===== src/rtl/ex_mem.sv =====
// rtl/ex_mem.sv - EX/MEM pipeline register with multi-cycle accumulate holding
module ex_mem #(
    parameter int REG_ADDR_W = 5,
    parameter int DATA_W     = 32,
    parameter int CNT_W      = 2
) (
    input  logic                  clk,
    input  logic                  rst,
    input  logic [5:0]            stall,
    input  logic                  flush,
    input  logic [REG_ADDR_W-1:0] ex_wd,
    input  logic                  ex_wreg,
    input  logic [DATA_W-1:0]     ex_wdata,
    input  logic [DATA_W-1:0]     ex_hi,
    input  logic [DATA_W-1:0]     ex_lo,
    input  logic                  ex_enhilo,
    input  logic [2*DATA_W-1:0]   hilo_i,
    input  logic [CNT_W-1:0]      cnt_i,
    output logic [REG_ADDR_W-1:0] mem_wd,
    output logic                  mem_wreg,
    output logic [DATA_W-1:0]     mem_wdata,
    output logic [DATA_W-1:0]     mem_hi,
    output logic [DATA_W-1:0]     mem_lo,
    output logic                  mem_enhilo,
    output logic                  mem_valid,
    output logic [2*DATA_W-1:0]   hilo_o,
    output logic [CNT_W-1:0]      cnt_o
);

    logic ex_stall;
    logic mem_stall;
    logic unused_stall_bits;

    assign ex_stall          = stall[3];
    assign mem_stall         = stall[4];
    assign unused_stall_bits = ^{stall[5], stall[2:0]};

    always_ff @(posedge clk or negedge rst) begin
        if (!rst) begin
            mem_wd     <= '0;
            mem_wreg   <= 1'b0;
            mem_wdata  <= '0;
            mem_hi     <= '0;
            mem_lo     <= '0;
            mem_enhilo <= 1'b0;
            mem_valid  <= 1'b0;
            hilo_o     <= '0;
            cnt_o      <= '0;
        end else if (flush) begin
            mem_wd     <= '0;
            mem_wreg   <= 1'b0;
            mem_wdata  <= '0;
            mem_hi     <= '0;
            mem_lo     <= '0;
            mem_enhilo <= 1'b0;
            mem_valid  <= 1'b0;
            hilo_o     <= '0;
            cnt_o      <= '0;
        end else if (mem_stall) begin
            // MEM held (also covers the illegal EX-running/MEM-stalled case): keep everything
            mem_wd     <= mem_wd;
            mem_wreg   <= mem_wreg;
            mem_wdata  <= mem_wdata;
            mem_hi     <= mem_hi;
            mem_lo     <= mem_lo;
            mem_enhilo <= mem_enhilo;
            mem_valid  <= mem_valid;
            hilo_o     <= hilo_o;
            cnt_o      <= cnt_o;
        end else if (ex_stall) begin
            // EX still iterating: send a bubble downstream, carry accumulate state back
            mem_wd     <= '0;
            mem_wreg   <= 1'b0;
            mem_wdata  <= '0;
            mem_hi     <= '0;
            mem_lo     <= '0;
            mem_enhilo <= 1'b0;
            mem_valid  <= 1'b0;
            hilo_o     <= hilo_i;
            cnt_o      <= cnt_i;
        end else begin
            mem_wd     <= ex_wd;
            mem_wreg   <= ex_wreg;
            mem_wdata  <= ex_wdata;
            mem_hi     <= ex_hi;
            mem_lo     <= ex_lo;
            mem_enhilo <= ex_enhilo;
            mem_valid  <= 1'b1;
            hilo_o     <= '0;
            cnt_o      <= '0;
        end
    end

endmodule


===== config.mk =====
export PLATFORM = sky130hd
export DESIGN_NAME = ex_mem
export DESIGN_NICKNAME = d
export VERILOG_FILES = /design/src/rtl/ex_mem.sv
export SDC_FILE = /design/constraint.sdc
export NUM_CORES = 1
export LEC_CHECK = 0
export BUFFER_PORTS_ARGS = -buffer_cell sky130_fd_sc_hd__clkbuf_2
export CAP_MARGIN = 0
export CORE_AREA = 3 3 134 136
export DETAILED_ROUTE_END_ITERATION = 10
export DIE_AREA = 0 0 137 139
export PLACE_DENSITY = 0.77
export SLEW_MARGIN = 40
export SYNTH_ARGS = -nofsm -noshare
export SYNTH_HDL_FRONTEND = slang
export SYNTH_SLANG_ARGS = --single-unit

===== constraint.sdc =====
create_clock -name clk -period 0.8 [get_ports clk]
set_input_delay 0.08 -clock clk [delete_from_list [all_inputs] [get_ports clk]]
set_output_delay 0.08 -clock clk [all_outputs]
set_load 0.005 [all_outputs]

Yosys cells after proc, flatten, opt, wreduce, memory -nomap -nowiden
Cells that the tools add are included.
- eq/ne operators: 1
- multiplexer cells: 27
- operators with widths (cell ; count):
    $mux W32 ; 9
    $mux W64 ; 3
    $mux W5 ; 3
    $mux W1 ; 9
    $mux W2 ; 3
    $ne A2 B1 Y1 const B ; 1
- input port bits: 178
- bits in registers: 170

Logic depth before layout (Yosys ltp)
- depth in word-level cells: 3
- depth in mapped cells: 5
- gate-level depth less buffers: 2

Worst setup path after synthesis
OpenSTA, ideal clock, no wires.
- path kind: input -> register
- from: in stall[3]
- to: reg hilo_o[33]
- path buffers: 2
- data required time: 0.678 ns
- setup slack: -0.099 ns
- arrival time: 0.777 ns
- cell stages on the path: 4
- cells stage by stage: nor2b_2 buf_4 buf_2 a32o_1
- word-level cells in the longest chain between the ends: 3
- RTL lines (what ; RTL line ; RTL):
    from (decl) ; 9 ; input logic [5:0] stall,
    $mux W64 ; 70 ; end else if (ex_stall) begin
    $mux W64 ; 59 ; end else if (mem_stall) begin
    $mux W64 ; 49 ; end else if (flush) begin
    to (signal assigned) ; 68 ; hilo_o <= hilo_o;
    to (signal assigned) ; 79 ; hilo_o <= hilo_i;
    to (decl) ; 26 ; output logic [2*DATA_W-1:0] hilo_o,
No other way between the ends. The select of a mux whose other input is x is not followed.
A chain may end at the register's enable or synchronous reset.

Final worst setup path
- from: reg mem_lo[31]
- to: out mem_lo[31]
- RTL lines (what ; RTL line ; RTL):
    from (decl) ; 23 ; output logic [DATA_W-1:0] mem_lo,
    from (signal assigned) ; 65 ; mem_lo <= mem_lo;
    from (signal assigned) ; 86 ; mem_lo <= ex_lo;
No word-level cell between the ends.

==> impl_metrics.env <==
export IMPL_intPower_mw=15.18
export IMPL_synthDistinctLibCells=12
export IMPL_power_leakage_nw=5.942
export IMPL_syn_inst=400
export IMPL_cp_required_ps=720
export IMPL_n_fill_cell=1123
export IMPL_p_per_area_nw_per_um2=1761
export IMPL_grt_pass1_wl_mm=36.32
export IMPL_num_rows=48
export IMPL_power_frac_comb_pct=15.3
export IMPL_synth_top_cell_by_area="dfrtp_1"
export IMPL_syn_nets=578
export IMPL_cpPeakStageDelay_ps=420
export IMPL_htreeDepth=4
export IMPL_violations="negative setup slack"
export IMPL_whs_ps=53.11
export IMPL_initial_core_util_pct=37.12
export IMPL_finalClockSkew_ps=0
export IMPL_drcViolationCount=0
export IMPL_power_share_switching_pct=25.39
export IMPL_fin_util_pct=67.77
export IMPL_status="finished with violations"
export IMPL_drive_above_1_share_pct=49.95
export IMPL_cp_max_fo=2
export IMPL_fin_ws_ps=-262.8
export IMPL_clockPowerShare_pct=39.8
export IMPL_io_buffers=343
export IMPL_worstSetupStartpointType="flop"
export IMPL_setup_viol=252
export IMPL_syn2layout_area_growth_pct=82.57
export IMPL_yosys_top_cells_area="dfrtp_1, a32o_1, buf_6"
export IMPL_crit_buf_inv=1
export IMPL_clock_root_buffer="clkbuf_16"
export IMPL_synth_top_area_share_pct=67.19
export IMPL_grt_setup_unrepaired="true"
export IMPL_worstMarginPinSlew_ps=284.3
export IMPL_max_freq_ghz=0.9409
export IMPL_cp_arrival_ps=980
export IMPL_vias=6704
export IMPL_end_kind="output pin"
export IMPL_maxSlewViolCount=0
export IMPL_die_area_sq_um=19040
export IMPL_grt_max_degree=58
export IMPL_routed_wl_mm=25.17
export IMPL_gp_congestion=0.7718
export IMPL_ios=348
export IMPL_grt_total_usage_pct=24.22
export IMPL_numCtsBuffers=17
export IMPL_yosysWarnings=0
export IMPL_dpl_hpwl_mm=13.63
export IMPL_final_min_clock_period_ps=1063
export IMPL_critPathKind="reg -> out"
export IMPL_ant_nets=0
export IMPL_tritoncts="built"
export IMPL_ir_worst_vdd_mv=1.354
export IMPL_die_width_um=137
export IMPL_nets=1178
export IMPL_slowest_stage="dfrtp_1"
export IMPL_hold_depth=3
export IMPL_r2r_cells=3
export IMPL_core_area_sq_um=17060
export IMPL_numClockSinks=170
export IMPL_antenna_found_initial=1
export IMPL_power_switching_mw=5.168
export IMPL_relSlewSlack_pct=81.05
export IMPL_clkTransAtPathRegs_ps=70
export IMPL_viasPerCell=5.411
export IMPL_avgSynthCellArea_sq_um=15.83
export IMPL_dr_first_iter_drc_count=453
export IMPL_fin_crit_sh_pct=132.9
export IMPL_final_cells=1239
export IMPL_dp_cells=947
export IMPL_hold_violations=0
export IMPL_crit_family="flip-flops"
export IMPL_crit_chain="clkbuf_2"
export IMPL_synth_area_sq_um=6331
export IMPL_overflow=0
export IMPL_power_frac_seq_pct=44.9
export IMPL_cp_depth=1
export IMPL_min_path_type="in -> reg"
export IMPL_post_place_ws_ps=-272.7
export IMPL_ys_seq_elements=170
export IMPL_seq_area_frac_synth_pct=67.19
export IMPL_die_h_um=139
export IMPL_wl_per_cell_um=20.31
export IMPL_first_global_vias=6893
export IMPL_clock_path_buffers=2
export IMPL_firstDrtPassIters=5
export IMPL_clk_latency_ps=420
export IMPL_cap_violations=0
## cell usage after synthesis
library cell and number:
nor2_2 1, clkbuf_1 17, buf_2 19, dfrtp_1 170, buf_4 3, inv_2 1
buf_1 2, nor2b_2 1, a211oi_1 1, a32o_1 169, nor2b_1 2, buf_6 14
## cells in the final DEF, fill, tap and decap left out, drive strengths merged
| cell | instances |
|---|---|
| a211oi | 1 |
| a32o | 169 |
| buf | 124 |
| bufinv | 1 |
| clkbuf | 360 |
| clkinv | 5 |
| dfrtp | 170 |
| diode | 1 |
| dlygate4sd3 | 172 |
| inv | 7 |
| nor2 | 1 |
| nor2b | 3 |
## worst min-delay path, cell delays in order
cell and delay [ps]:
clkbuf_2 120, nor2b_1 170, a211oi_1 60
## metrics by stage
stage	total power [mW]	area (sq um)	setup TNS, ps
3_5_place_dp	11.31	8464	-38730
2_1_floorplan	10.04	6374	-8118
5_1_grt	21.15	11560	-45990
6_report	20.35	11560	-37590
3_3_place_gp	11.27	8464	-38350
4_1_cts	20.19	11100	-37070
## registers in the layout, indices dropped and copies added, names as in the netlist
| register | cells |
|---|---|
| cnt_o | 2 |
| mem_lo | 32 |
| mem_wd | 5 |
| mem_wdata | 32 |
| mem_hi | 32 |
| mem_valid | 1 |
| mem_enhilo | 1 |
| hilo_o | 64 |
| mem_wreg | 1 |
## final timing paths
path | from | end | slack (ps)
worst max-delay path | mem_lo[31] | mem_lo[31] | -260
worst min-delay path | stall[4] | mem_valid | 50
worst max register to register | mem_wdata[9] | mem_wdata[9] | -130
worst min register to register | mem_lo[10] | mem_lo[10] | 490
max in group asynchronous | rst | mem_lo[22] | 190
min in group asynchronous | rst | hilo_o[13] | 110
## cell families after synthesis
logic type	after synthesis	share of synthesized area (%)
flops	170	67.19
buf+inv	56	5.534
simple gates	4	0.4348
compound gates	170	26.84
## layout make-up
| type | count | area [sq um] | area share (%) |
|---|---|---|---|
| Antenna cell | 1 | 2.502 | 0.02165 |
| Clock buffer | 20 | 446.7 | 3.864 |
| Clock inverter | 12 | 131.4 | 1.137 |
| Inverter | 1 | 6.256 | 0.05412 |
| Multi-Input combinational cell | 174 | 1754 | 15.18 |
| Sequential cell | 170 | 4254 | 36.80 |
| Tap cell | 225 | 281.5 | 2.436 |
| Timing Repair Buffer | 636 | 4682 | 40.51 |
## power groups by stage
stage / combinational [mW] / sequential (mW) / clock [mW]
after floorplan: 0.763 / 9.27 / 0
after global placement: 2.03 / 9.24 / 0
after detailed placement: 2.05 / 9.26 / 0
after CTS: 2.85 / 9.09 / 8.25
after global routing: 3.35 / 9.15 / 8.65
final: 3.12 / 9.13 / 8.10
## metal layers
metal  vias up  part of all wire (%)  global-route usage, %  routed length (um)
met4         0                   4.5                  12.66                1144
li1       2887                     -                      -                   -
met5         -                     0                      0                   0
met1      3316                    36                  28.20                9053
met3        88                   9.1                  7.003                2292
met2       413                    50                  40.20               12680
## what timing repair did
item	in CTS	in global routing
resized for setup	0	44
cloned	0	0
setup endpoints to repair	170	215
hold buffers	172	0
pin swaps	42	56
setup buffers	45	65
endpoints found under the hold margin	340	0
No activity file was read; power rests on OpenSTA's default activity.
